===== src/rtl/instruction_sequencer_pkg.sv =====
// rtl/instruction_sequencer_pkg.sv - opcodes, field sizes and FSM encoding shared by the sequencer
package instruction_sequencer_pkg;

   localparam int INSTRUCTION_SIZE = 3;
   localparam int OPERAND_SIZE     = 8;
   localparam int WORD_SIZE        = INSTRUCTION_SIZE + OPERAND_SIZE;

   localparam logic [INSTRUCTION_SIZE-1:0] OP_LOAD    = 3'b000;
   localparam logic [INSTRUCTION_SIZE-1:0] OP_MOV     = 3'b001;
   localparam logic [INSTRUCTION_SIZE-1:0] OP_ADD     = 3'b010;
   localparam logic [INSTRUCTION_SIZE-1:0] OP_SUB     = 3'b011;
   localparam logic [INSTRUCTION_SIZE-1:0] NOP_OPCODE = 3'b111;

   typedef enum logic [2:0] {
      S_IDLE,
      S_ISSUE,
      S_WAIT_HI,
      S_WAIT_LO,
      S_NEXT,
      S_ERR
   } state_t;

   function automatic logic is_legal(input logic [INSTRUCTION_SIZE-1:0] op);
      return op inside {OP_LOAD, OP_MOV, OP_ADD, OP_SUB};
   endfunction

endpackage


===== src/rtl/program_buffer.sv =====
// rtl/program_buffer.sv - program store: synchronous write, asynchronous read, contents survive reset
module program_buffer
   import instruction_sequencer_pkg::*;
#(
   parameter int DEPTH  = 16,
   parameter int ADDR_W = 4
) (
   input  logic                  clk,
   input  logic                  we,
   input  logic [ADDR_W-1:0]     waddr,
   input  logic [WORD_SIZE-1:0]  wdata,
   input  logic [ADDR_W-1:0]     raddr,
   output logic [WORD_SIZE-1:0]  rdata
);

   logic [WORD_SIZE-1:0] mem [DEPTH];

   always_ff @(posedge clk) begin
      if (we) begin
         mem[waddr] <= wdata;
      end
   end

   assign rdata = mem[raddr];

endmodule


===== src/rtl/instruction_sequencer.sv =====
// rtl/instruction_sequencer.sv - steps through the program buffer, handshaking each instruction on Done
module instruction_sequencer #(
   parameter int         PROG_DEPTH = 16,
   parameter int         TIMEOUT    = 8,
   parameter logic [2:0] NOP_OPCODE = instruction_sequencer_pkg::NOP_OPCODE
) (
   input  logic        clk,
   input  logic        reset,
   input  logic        prog_we,
   input  logic [3:0]  prog_addr,
   input  logic [10:0] prog_wdata,
   input  logic [4:0]  prog_len,
   input  logic        start,
   input  logic        Done,
   output logic [10:0] INSTRUCTION,
   output logic        busy,
   output logic        finished,
   output logic        error,
   output logic [3:0]  pc
);
   import instruction_sequencer_pkg::*;

   localparam int WD_W = $clog2(TIMEOUT + 1);

   state_t            state_q, state_d;
   logic [3:0]        pc_q;
   logic [4:0]        len_q;
   logic [WD_W-1:0]   wdog_q;
   logic [10:0]       cur_word;
   logic              last;
   logic              wd_expire;

   program_buffer #(
      .DEPTH  (PROG_DEPTH),
      .ADDR_W (4)
   ) u_program_buffer (
      .clk   (clk),
      .we    (prog_we && !busy),
      .waddr (prog_addr),
      .wdata (prog_wdata),
      .raddr (pc_q),
      .rdata (cur_word)
   );

   assign last      = ({1'b0, pc_q} == (len_q - 5'd1));
   assign wd_expire = (wdog_q == WD_W'(TIMEOUT - 1));
   assign pc        = pc_q;

   // Buffer is write-locked while busy, so the async read keeps the operand stable through WAIT_LO.
   always_comb begin
      state_d     = state_q;
      INSTRUCTION = {NOP_OPCODE, 8'h00};
      busy        = 1'b0;
      error       = 1'b0;
      case (state_q)
         S_IDLE: begin
            if (start && (prog_len != 5'd0)) state_d = S_ISSUE;
         end
         S_ISSUE: begin
            busy        = 1'b1;
            INSTRUCTION = cur_word;
            state_d     = is_legal(cur_word[10:8]) ? S_WAIT_HI : S_ERR;
         end
         S_WAIT_HI: begin
            busy        = 1'b1;
            INSTRUCTION = {NOP_OPCODE, cur_word[7:0]};
            if (Done)           state_d = S_WAIT_LO;
            else if (wd_expire) state_d = S_ERR;
         end
         S_WAIT_LO: begin
            busy        = 1'b1;
            INSTRUCTION = {NOP_OPCODE, cur_word[7:0]};
            if (!Done)          state_d = S_NEXT;
            else if (wd_expire) state_d = S_ERR;
         end
         S_NEXT: begin
            busy    = 1'b1;
            state_d = last ? S_IDLE : S_ISSUE;
         end
         S_ERR: begin
            error = 1'b1;
         end
         default: state_d = S_IDLE;
      endcase
   end

   always_ff @(posedge clk) begin
      if (reset) begin
         state_q  <= S_IDLE;
         pc_q     <= 4'd0;
         len_q    <= 5'd0;
         wdog_q   <= '0;
         finished <= 1'b0;
      end else begin
         state_q  <= state_d;
         finished <= ((state_q == S_IDLE) && start && (prog_len == 5'd0)) ||
                     ((state_q == S_NEXT) && last);
         case (state_q)
            S_IDLE: begin
               pc_q <= 4'd0;
               if (start) len_q <= prog_len;
            end
            S_ISSUE:              wdog_q <= '0;
            S_WAIT_HI, S_WAIT_LO: wdog_q <= wdog_q + WD_W'(1);
            S_NEXT: begin
               if (!last) pc_q <= pc_q + 4'd1;
            end
            default: ;
         endcase
      end
   end

endmodule


===== config.mk =====
export PLATFORM = sky130hd
export DESIGN_NAME = instruction_sequencer
export DESIGN_NICKNAME = d
export VERILOG_FILES = /design/src/rtl/instruction_sequencer_pkg.sv /design/src/rtl/program_buffer.sv /design/src/rtl/instruction_sequencer.sv
export SDC_FILE = /design/constraint.sdc
export NUM_CORES = 1
export LEC_CHECK = 0
export CAP_MARGIN = 10
export CORE_ASPECT_RATIO = 0.7
export CORE_MARGIN = 5
export CORE_UTILIZATION = 40
export CTS_BUF_LIST = sky130_fd_sc_hd__clkbuf_16
export CTS_CLUSTER_DIAMETER = 200
export DETAILED_ROUTE_END_ITERATION = 16
export HOLD_SLACK_MARGIN = 0.06
export SYNTH_ARGS = -nofsm -noshare
export SYNTH_HDL_FRONTEND = slang
export SYNTH_SLANG_ARGS = --single-unit

===== constraint.sdc =====
create_clock -name clk -period 3.4 [get_ports clk]
set_clock_uncertainty 0.15 [all_clocks]
set_input_delay 0.68 -clock clk [delete_from_list [all_inputs] [get_ports clk]]
set_output_delay 0.68 -clock clk [all_outputs]
set_load 0.05 [all_outputs]

After elaboration in Yosys (flattened, before gate mapping)
Memories as Yosys holds them, arrays and structs flattened. A register that Yosys moved wholly into a read port is not among the register bits.
Cells that the tools add are included.
{ "totals": {"out_inout_bits": 18, "mem_count": 1, "register_bits": 17, "ram_bits": 176, "wordCells": 58, "inputBits": 25} }
{ "op_classes": {"n_reduce_logical": 19, "add_sub_neg": 3, "bitwise": 1, "mux": 17, "n_eq_ne": 12} }
{ "mem_list": {"columns": ["memory", "words", "word_bits", "rd", "rd_clocked_by_memory_dff", "write_ports", "line", "text"], "rows": [
  ["u_program_buffer.mem", 16, 11, 1, 1, 1, "program_buffer.sv:16", "logic [WORD_SIZE-1:0] mem [DEPTH];"]
]} }
{ "ops": {"columns": ["cell", "count"], "rows": [
  ["11-bit one-hot mux with 2 select lines", 1],
  ["3-bit one-hot mux with 6 select lines", 1],
  ["4-bit one-hot mux with 2 select lines", 2],
  ["3-bit 2-to-1 mux", 5],
  ["3-bit by 2-bit == test with 1-bit output, second input constant", 4],
  ["4-bit 2-to-1 mux", 3],
  ["4-bit by 1-bit adder with 4-bit output, second input constant", 2],
  ["3-bit by 1-bit == test with 1-bit output, second input constant", 2],
  ["3-bit == test, second input constant", 2],
  ["3-bit zero test", 2],
  ["2-bit AND reduction", 3],
  ["4-bit by 5-bit == test with 1-bit output", 1],
  ["1-bit logical AND", 5],
  ["5-bit zero test", 1],
  ["1-bit 2-to-1 mux", 5],
  ["5-bit nonzero test", 1],
  ["5-bit by 1-bit subtractor with 5-bit output, second input constant", 1],
  ["4-bit by 3-bit == test with 1-bit output, second input constant", 1],
  ["2-bit inequality test, second input constant", 2],
  ["2-bit nonzero test", 2],
  ["4-bit nonzero test", 1],
  ["4-bit OR reduction", 1],
  ["2-bit OR reduction", 1],
  ["1-bit zero test", 1],
  ["2 further kinds", 2]
]} }

Longest topological paths before layout
Gate-level depths: netlist (run 1).
{ "depth": {"depth_word": 7, "mapped_depth": 6, "mapped_depth_nobuf": 6} }

Hierarchy
A second synthesis (run 1) with hierarchy kept.
{ "unflattened": {"cells_unflattened": 429, "area_unflattened_um2": 7888.8} }
{ "modules_own_cells": {"columns": ["mod", "area_per_inst_um2", "cells_per_inst", "instances", "seq_area_each_um2"], "rows": [
  ["program_buffer", 6819.0, 294, 1, 5285.1],
  ["instruction_sequencer", 1069.8, 135, 1, 340.3]
]} }

Worst setup path after synthesis (run 1)
Ideal clock, no wire load.
{ "synth_path": {"path_type": "reg-to-output", "start": "register (tool-made name)", "end": "output port INSTRUCTION[0]", "arrival_ns": 2.009, "path_stages_with_launch": 6, "n_path_buf": 2, "required_time_ns": 2.570, "slack_ns": 0.561, "path_cell_list": "dfxtp_1 buf_2 buf_1 mux4_2 mux4_2 nor2b_1"} }
{ "synth_rtl": {"columns": ["item", "line", "text"], "rows": [
  ["to (decl)", "instruction_sequencer.sv:15", "output logic [10:0] INSTRUCTION,"]
]} }

==> results of run 1 <==
==> cells in the final DEF, fill, tap and decap left out, drive strengths merged, types with 3 or more instances in the layout <==
cell           instances
nand4                  3
clkinvlp               3
mux2i                  9
clkdlybuf4s50         31
edfxtp               176
and3                   3
clkinv                 8
nand3b                 3
a31oi                  3
nor3b                  3
a22oi                  3
buf                   47
clkbuf                20
nor2                  25
mux4                  51
xor2                   5
ha                     3
nor3                   7
nor2b                 12
mux2                   6
dfxtp                 21
inv                    7
nand3                  8
o21a                   3
o311ai                 6
nand2                  8
nand2b                 6
==> report_power, final <==
group / internal (mW) / switching (mW)
logic: 0.158 / 0.257
registers: 2.67 / 0.0247
clock network: 0.957 / 0.832
total: 3.79 / 1.11
==> path summary, 6_finish.rpt <==
path	cells after the start	startpoint	end
worst max register to register	5	state_q[2]	u_program_buffer.mem[0][2]
worst max-delay path	5	flop	INSTRUCTION[1]
worst min-delay path	2	len_q[1]	len_q[1]
worst min register to register	2	len_q[1]	len_q[1]
==> worst max-delay path, stage by stage, from the launching register on <==
cell       delay [ns]
dfxtp_4          0.45
clkbuf_16        0.23
mux4_2           0.51
mux4_2           0.47
nor2b_1          0.15
buf_4            0.21
==> state kept, by name, indices dropped and copies added, names as in the netlist, named ones only <==
name and count:
u_program_buffer.mem 176, len_q 5, pc 4, wdog_q 4, state_q 3, finished 1
==> per-layer routing <==
metal	up-vias	global-route usage
li1	1873	-
met1	2253	0.234
met2	141	0.248
met3	16	0.0332
met4	0	0.0466
met5	-	0
==> synthesized netlist by cell type (all sizes together) (2+ instances only) <==
library cell / number / share of area
edfxtp: 176 / 0.66
mux4: 51 / 0.14
nor2: 25 / 0.012
dfxtp: 21 / 0.052
nor2b: 12 / 0.010
buf: 10 / 0.010
clkbuf: 9 / 0.0042
mux2i: 9 / 0.011
nand2: 8 / 0.0037
nand3: 8 / 0.0050
nor3: 7 / 0.0044
mux2: 6 / 0.0084
nand2b: 6 / 0.0047
o311ai: 6 / 0.0066
xor2: 5 / 0.0055
inv: 4 / 0.0019
a22oi: 3 / 0.0028
a31oi: 3 / 0.0023
and3: 3 / 0.0023
ha: 3 / 0.0047
nand3b: 3 / 0.0028
nand4: 3 / 0.0023
nor3b: 3 / 0.0034
o21a: 3 / 0.0028
a32oi: 2 / 0.0022
and2: 2 / 0.0016
and3b: 2 / 0.0022
nor4b: 2 / 0.0022
or2: 2 / 0.0016
or4b: 2 / 0.0025
xnor2: 2 / 0.0022
==> timing repair <==
action                                  in CTS  in global routing
endpoints found under the setup margin       6                  7
hold buffers                                 0                  0
cloned                                       1                  2
resized for setup                            2                  1
==> kinds of logic after synthesis <==
kind of cell    count (synthesis)  synth area share
flops                         197             0.712
xor+xnor                        8            0.0105
mux                            66             0.164
simple gates                   91            0.0640
buf+inv                        23            0.0164
fa+ha+maj                       4           0.00594
compound gates                 27            0.0270
==> cell type report <==
cell class | count | area, um^2
fillers | 1624 | 10200
flip-flops and latches | 197 | 5710
well taps | 270 | 338
clock buffers | 18 | 450
multi-input cells | 196 | 2190
clock inverters | 14 | 72.6
inverters | 4 | 15.0
repair buffers | 80 | 766
==> stage by stage <==
stage          hold WS [ns]  power [mW]  area (um^2)
2_1_floorplan         0.334        2.99         8010
3_3_place_gp          0.362        3.15         8940
3_5_place_dp          0.396        3.16         8940
4_1_cts               0.407        4.94         9490
5_1_grt               0.428        5.09         9550
6_report              0.400        4.90         9550
==> impl_metrics.csv, run 1 <==
group,metric,value,unit
synth,avgSynthCellArea,19.3,um^2
placement,dp_slack,0.430,ns
layout,antenna_cells,0,
placement,portBuffers,42,
timing,setup_violations,0,
synth,async_flop_share,0,
synth,syn-cell-area,0.00801,mm^2
critical_path,endpoint_kind,"output port",
timing,fin_crit,3.28,ns
layout,fin_cells,779,
synth,synth_cells,416,
floorplan,fp-row-count,43,
synth,ys.flop_type,"edfxtp_1",
timing,tns,0,ns
synth,yosysWarnings,0,
cts,htreeDepth,4,
placement,dpl.cell_count,744,
cts,cts_made_buffers,17,
placement,hpwl,11.1,mm
min_path,worstHoldPathType,"flop to flop",
drt,drtIter0Drc,437,
floorplan,start_util,0.406,
timing,hold_violations,0,
cts,clkTransAtPathRegs,0.07,ns
drt,drt_pass1_iterations,6,
layout,fin_util,0.483,
layout,drive_gt1_frac,0.273,
global_routing,antenna_found_initial,0,
timing,fmax,304,MHz
critical_path,criticalPathCategory,"flop to output port",
cts,cts_sinks,197,
timing,min_period_over_period,0.966,
outcome,status,"finished, final reports clean",
floorplan,fp.dieArea,0.0230,mm^2
timing,rsz0062_at_grt,"no",
drt,top_layer,"met4",
synth,syn_nets,444,
global_routing,grt_pass1_vias,4330,
critical_path,rrSetupSlack,0.74,ns
global_routing,track_usage,0.161,
drt,drc,0,
drt,routed_wl,17.9,mm
critical_path,worstSetupStartpointType,"flop",
global_routing,grt_pass1_wl,26.8,mm
power,p_leak,3.05,nW
drt,wl_met1,8.14,mm
placement,place.gp.congestion,0.846,
timing,tightest_slew,0.693,ns
global_routing,grt_max_degree,32,
synth,yosys.cell_types.count,53,
power,power.density,513,mW/mm^2
critical_path,crit_arrival,2.45,ns
drt,dr_wl_met3,996,um
timing,drv_slew,0,
drt,wl_per_cell,23.0,um
cts,cts_tree,"built",
synth,seq_area_frac_synth,0.712,
drt,via_per_inst,5.50,
critical_path,path_max_fanout,12,
synth,synth_edf_count,176,
drt,drtAntennaViolNets,0,
timing,slew_headroom,0.538,
critical_path,required,2.57,ns
job,cap_violations,0,
cts,root_buffer,"clkbuf_16",
floorplan,core_area,0.0197,mm^2
synth,ys_ff_latch,197,
floorplan,die_w,179,um
cts,post-cts-setup-buffer-count,0,
drt,route.vias.total,4283,
global_routing,overflow,0,
drt,wl_met2,8.62,mm
floorplan,die_y,128,um
timing,layout_setup_ws,0.116,ns
floorplan,pin_count,43,
layout,fin_nets,524,
cts,clk_latency,0.42,ns
layout,syn_to_final_growth,19.2,%
power,ir_drop,0.000290,V
cts,cts_buffer_depth,2,
No activity file was read; power rests on OpenSTA's default activity.
==> run 2, diff against run 1 <==
--- a/config.mk
+++ b/config.mk
@@ -6,7 +6,7 @@
 export NUM_CORES = 1
 export LEC_CHECK = 0
 export CAP_MARGIN = 10
-export CORE_ASPECT_RATIO = 0.7
+export CORE_ASPECT_RATIO = 0.9
 export CORE_MARGIN = 5
 export CORE_UTILIZATION = 40
 export CTS_BUF_LIST = sky130_fd_sc_hd__clkbuf_16
==> run 2 against run 1 <==
  * Combinational power is 3% lower
  * Via count decreased by 3.7%
  * Hold slack got worse by 0.0079 ns
  * Count of clock-buffer cells in the layout fell by 1
  * Non-clock buffer count down 1
  * Critical endpoint is now INSTRUCTION[2]
  * Largest power group unchanged
==> impl_metrics.csv, run 2 (synthesis results as in run 1) <==
group,metric,value,unit
cts,clkTransAtPathRegs,0.07,ns
drt,drtIter0Drc,309,
timing,fmax,305,MHz
placement,place_area,0.00896,mm^2
floorplan,pin_count,43,
power,ir_drop,0.000379,V
global_routing,grt_max_degree,40,
global_routing,grt_pass1_vias,4233,
power,swShare,0.236,
layout,stdcell_area,0.00957,mm^2
layout,largest_register,"u_program_buffer.mem",
timing,setup_violations,0,
cts,post-cts-setup-buffer-count,0,
layout,largest_register_ffs,176,
placement,portBuffers,42,
global_routing,overflow,0,
critical_path,crit_arrival,2.45,ns
critical_path,criticalPathCategory,"flop to output port",
placement,hpwl,10.9,mm
min_path,worstHoldPathType,"flop to flop",
placement,place.gp.congestion,0.746,
floorplan,die_y,144,um
cts,hold_buffers,0,
drt,drtAntennaViolNets,0,
drt,route.vias.total,4123,
global_routing,track_usage,0.151,
global_routing,antenna_found_initial,0,
outcome,status,"finished, final reports clean",
drt,drt_pass1_iterations,5,
critical_path,worstSetupStartpointType,"flop",
timing,tightest_slew,0.728,ns
layout,mostFrequentLayoutCells,"176 x edfxtp_1, 49 x mux4_2, 44 x buf_4, 31 x clkdlybuf4s50_1, 25 x nor2_1",
power,power.total,5.17,mW
layout,antenna_cells,0,
layout,drive_gt1_frac,0.285,
power,power.density,540,mW/mm^2
layout,reg_top3,"u_program_buffer.mem (176), len_q (5)",
cts,cts_sinks,197,
drt,routed_wl,16.9,mm
timing,hold_violations,0,
cts,cts_made_buffers,17,
timing,fin_crit,3.28,ns
critical_path,required,2.57,ns
power,pwr-share-comb,0.078,
placement,dp_slack,0.521,ns
drt,drc,0,
floorplan,fp-row-count,49,
power,p_switching,1.22,mW
layout,final_common_cell,"edfxtp_1",
timing,holdWs,0.392,ns
job,cap_violations,0,
layout,syn_to_final_growth,19.5,%
drt,wl_per_cell,22.2,um
critical_path,endpoint_kind,"output port",
layout,fin_nets,523,
floorplan,die_w,159,um
cts,root_buffer,"clkbuf_16",
timing,rsz0062_at_grt,"no",
floorplan,start_util,0.403,
floorplan,core_area,0.0199,mm^2
timing,drv_slew,0,
floorplan,fp.dieArea,0.0230,mm^2
power,seqPwrFrac,0.521,
timing,layout_setup_ws,0.117,ns
power,clockPowerShare,0.401,
timing,slew_headroom,0.509,
cts,cts_tree,"built",
cts,cts-resized-gates,0,
cts,clk_latency,0.42,ns
power,p_leak,3.07,nW
cts,cts_buffer_depth,2,
global_routing,grt_pass1_wl,25.9,mm
drt,via_per_inst,5.40,
power,internal_power,3.95,mW
timing,min_period_over_period,0.965,
timing,tns,0,ns
cts,htreeDepth,4,
critical_path,path_max_fanout,20,
==> run 2: per-stage QoR <==
step	util	instances
finish	0.482	763
global route	0.482	763
CTS	0.482	763
detailed placement	0.451	731
global placement	0.451	731
floorplan	-	416
==> run 2: path summary, 6_finish.rpt <==
path,start,to,slack (ns),depth (start not counted)
worst max-delay path,flop,INSTRUCTION[2],0.12,5
worst min-delay path,len_q[1],len_q[1],0.39,2
worst max register to register,state_q[2],u_program_buffer.mem[1][2],0.61,5
worst min register to register,len_q[1],len_q[1],0.39,2
==> run 2: critical path, cell delays in order, from the launching register on <==
cell	delay, ns
dfxtp_2	0.40
buf_12	0.22
mux4_2	0.54
mux4_2	0.47
nor2b_1	0.17
buf_4	0.23
==> run 2: cell type report <==
class,instances,area (um^2)
Clock buffer,17,425
Fill cell,1669,10300
Sequential cell,197,5710
Tap cell,255,319
Inverter,4,15.0
Clock inverter,15,189
Timing Repair Buffer,79,721
Multi-Input combinational cell,196,2190
==> run 2: power by group through the flow <==
stage / clock network (mW) / logic, mW / registers, mW
global route: 2.23 / 0.434 / 2.70
floorplan: 0 / 0.246 / 2.74
global placement: 0 / 0.398 / 2.75
CTS: 2.11 / 0.406 / 2.70
detailed placement: 0 / 0.405 / 2.75
finish: 2.08 / 0.401 / 2.70
==> run 2: routing by layer <==
layer  share of wire  GRT usage  up-vias
met4          0.0077     0.0346        0
met2            0.49      0.243      106
li1                -          -     1875
met5               0          0        -
met1            0.46      0.207     2131
met3           0.051     0.0433       11
==> variant (flow settings as in run 1) <==
Remove the register `finished`: a continuous assignment takes its place, so the output `finished` follows one clock earlier.
--- a/src/rtl/instruction_sequencer.sv
+++ b/src/rtl/instruction_sequencer.sv
@@ -91,9 +91,6 @@
          len_q    <= 5'd0;
          wdog_q   <= '0;
-         finished <= 1'b0;
       end else begin
          state_q  <= state_d;
-         finished <= ((state_q == S_IDLE) && start && (prog_len == 5'd0)) ||
-                     ((state_q == S_NEXT) && last);
          case (state_q)
             S_IDLE: begin
@@ -111,4 +108,6 @@
    end
 
+   assign finished = ((state_q == S_IDLE) && start && (prog_len == 5'd0)) || ((state_q == S_NEXT) && last);
+
 endmodule
 
Function: changed (Yosys sat finds a counterexample within 4 cycles, from zero or initial values and one cycle with reset high).
==> variant against run 1 <==
- critical path depth did not move
- area after synthesis down 2.5%
- highest routed layer unchanged
- design area fell by 0.14%
- sequential cell count shrank 1
- register-to-register slack got worse by 0.14 ns
- hold slack better by 0.014 ns
- global-route usage down 0.58 points
- critical path type unchanged
- clock power up 16%
- worst setup slack lost 0.10 ns
- wire length down 5.8%
- power up 5.2%
==> variant: results (changes against run 1) <==
total number of sequential cells - 196 (-0.51%)
Hold Path End - wdog_q[0]$_SDFFE_PP0N_
Critical Path AT - 2.56 ns (+0.11 ns)
H-tree levels - 4 (unchanged)
Routed WL - 16890 µm (-5.8%)
Cell Count, Final, Fillers Out - 749 (-3.9%)
syn nets - 425 (-4.3%)
multi-input gate count - 176 (-10%)
area of the multi-input gates - 2049 µm² (-6.6%)
r2r setup slk - 0.60 ns (-0.14 ns)
M3 GR Usage - 3.153% (-0.17 points)
R2R Path End - u_program_buffer.mem[4][9]$_DFFE_PP_
CP max stage delay - 0.53 ns (+0.02 ns)
crit share post-route - 99.63% (+3.0 points)
setup bufs post-CTS - 4 (+4)
met3 wire len - 888 µm (-11%)
Avg Cell Area, Syn - 19.68 µm² (+2.2%)
final hold slack - 0.4133 ns (+0.01375 ns)
Worst R2R Path Depth - 7 (+2)
Pleak - 3.038 nW (-0.31%)
placed cell area - 8716 µm² (-2.5%)
fraction of area in registers - 59.72% (-0.097 points)
Synth async-reset ratio - 0% (unchanged)
Max rail drop VDD - 282.2 µV (-2.6%)
post-synthesis cell type count - 47 (-11%)
share of cells above drive strength 1 - 30.31% (+3.0 points)
status - finished clean
pin count of the biggest net entering global routing - 19 (-41%)
Fillers - 1569 (-3.4%)
met2 wire length - 7814 µm (-9.3%)
clock group share of total power - 40.3% (+3.8 points)
crit path max fanout - 7 (-5)
post_cts resized - 22 (+20)
post-synthesis sequential area ratio - 72.79% (+1.6 points)
clk buf depth - 2 (unchanged)
# clk buffers - 17 (-1)
bufs w/o clock - 76 (-5.0%)
vias - 4034 (-5.8%)
final hold violations - 0 (unchanged)
met2 Use GR - 22.82% (-2.0 points)
Final Wtd Congestion - 0.7652 (-9.6%)
P_comb - 0.395 mW (-5%)
DRT iter0 DRCs - 370 (-15%)
worst slack, placed - 0.2304 ns (-0.1998 ns)
gr usage total - 15.49% (-0.58 points)
Sw Share - 21.52% (-1.2 points)
met1 usage - 23.46% (+0.046 points)
synth cell count leaders - edfxtp_1, mux4_2, nor2_1
DIE AREA - 22470 µm² (-2.3%)
M1 WL - 8001 µm (-1.6%)
Post-Place Cells - 712 (-4.3%)
worst rel slew slack - 52.52% (-1.2 points)
[variant: cell types whose count changed in the layout (fill, tap and decap cells not counted), sizes merged, moves of 4 or more]
cell / change
nor2: +7
mux2: -5
o311ai: -5
bufinv: +4
mux4: +4
nand3: -4
nor2b: -4
or3: +4
xor2: -4
[variant: logic make-up (layout without fill, tap and decap cells)]
logic type | Yosys count | after routing | synth area share (%)
XOR/XNOR | 5 | 5 | 0.5606
flip-flops | 196 | 196 | 72.79
adder cells (fa/ha/maj) | 3 | 3 | 0.4806
multiplexers | 62 | 62 | 17.06
AND/OR/NAND/NOR | 82 | 82 | 5.206
buffers and inverters | 25 | 113 | 1.554
AO/OA/AOI/OAI | 24 | 24 | 2.355
[variant: per-stage QoR]
| step | utilization (%) | power [mW] |
|---|---|---|
| after global routing | 50.11 | 5.328 |
| after global placement | 45.82 | 3.089 |
| final | 50.11 | 5.157 |
| after floorplan | - | 2.944 |
| after detailed placement | 45.82 | 3.101 |
| after CTS | 49.87 | 5.188 |
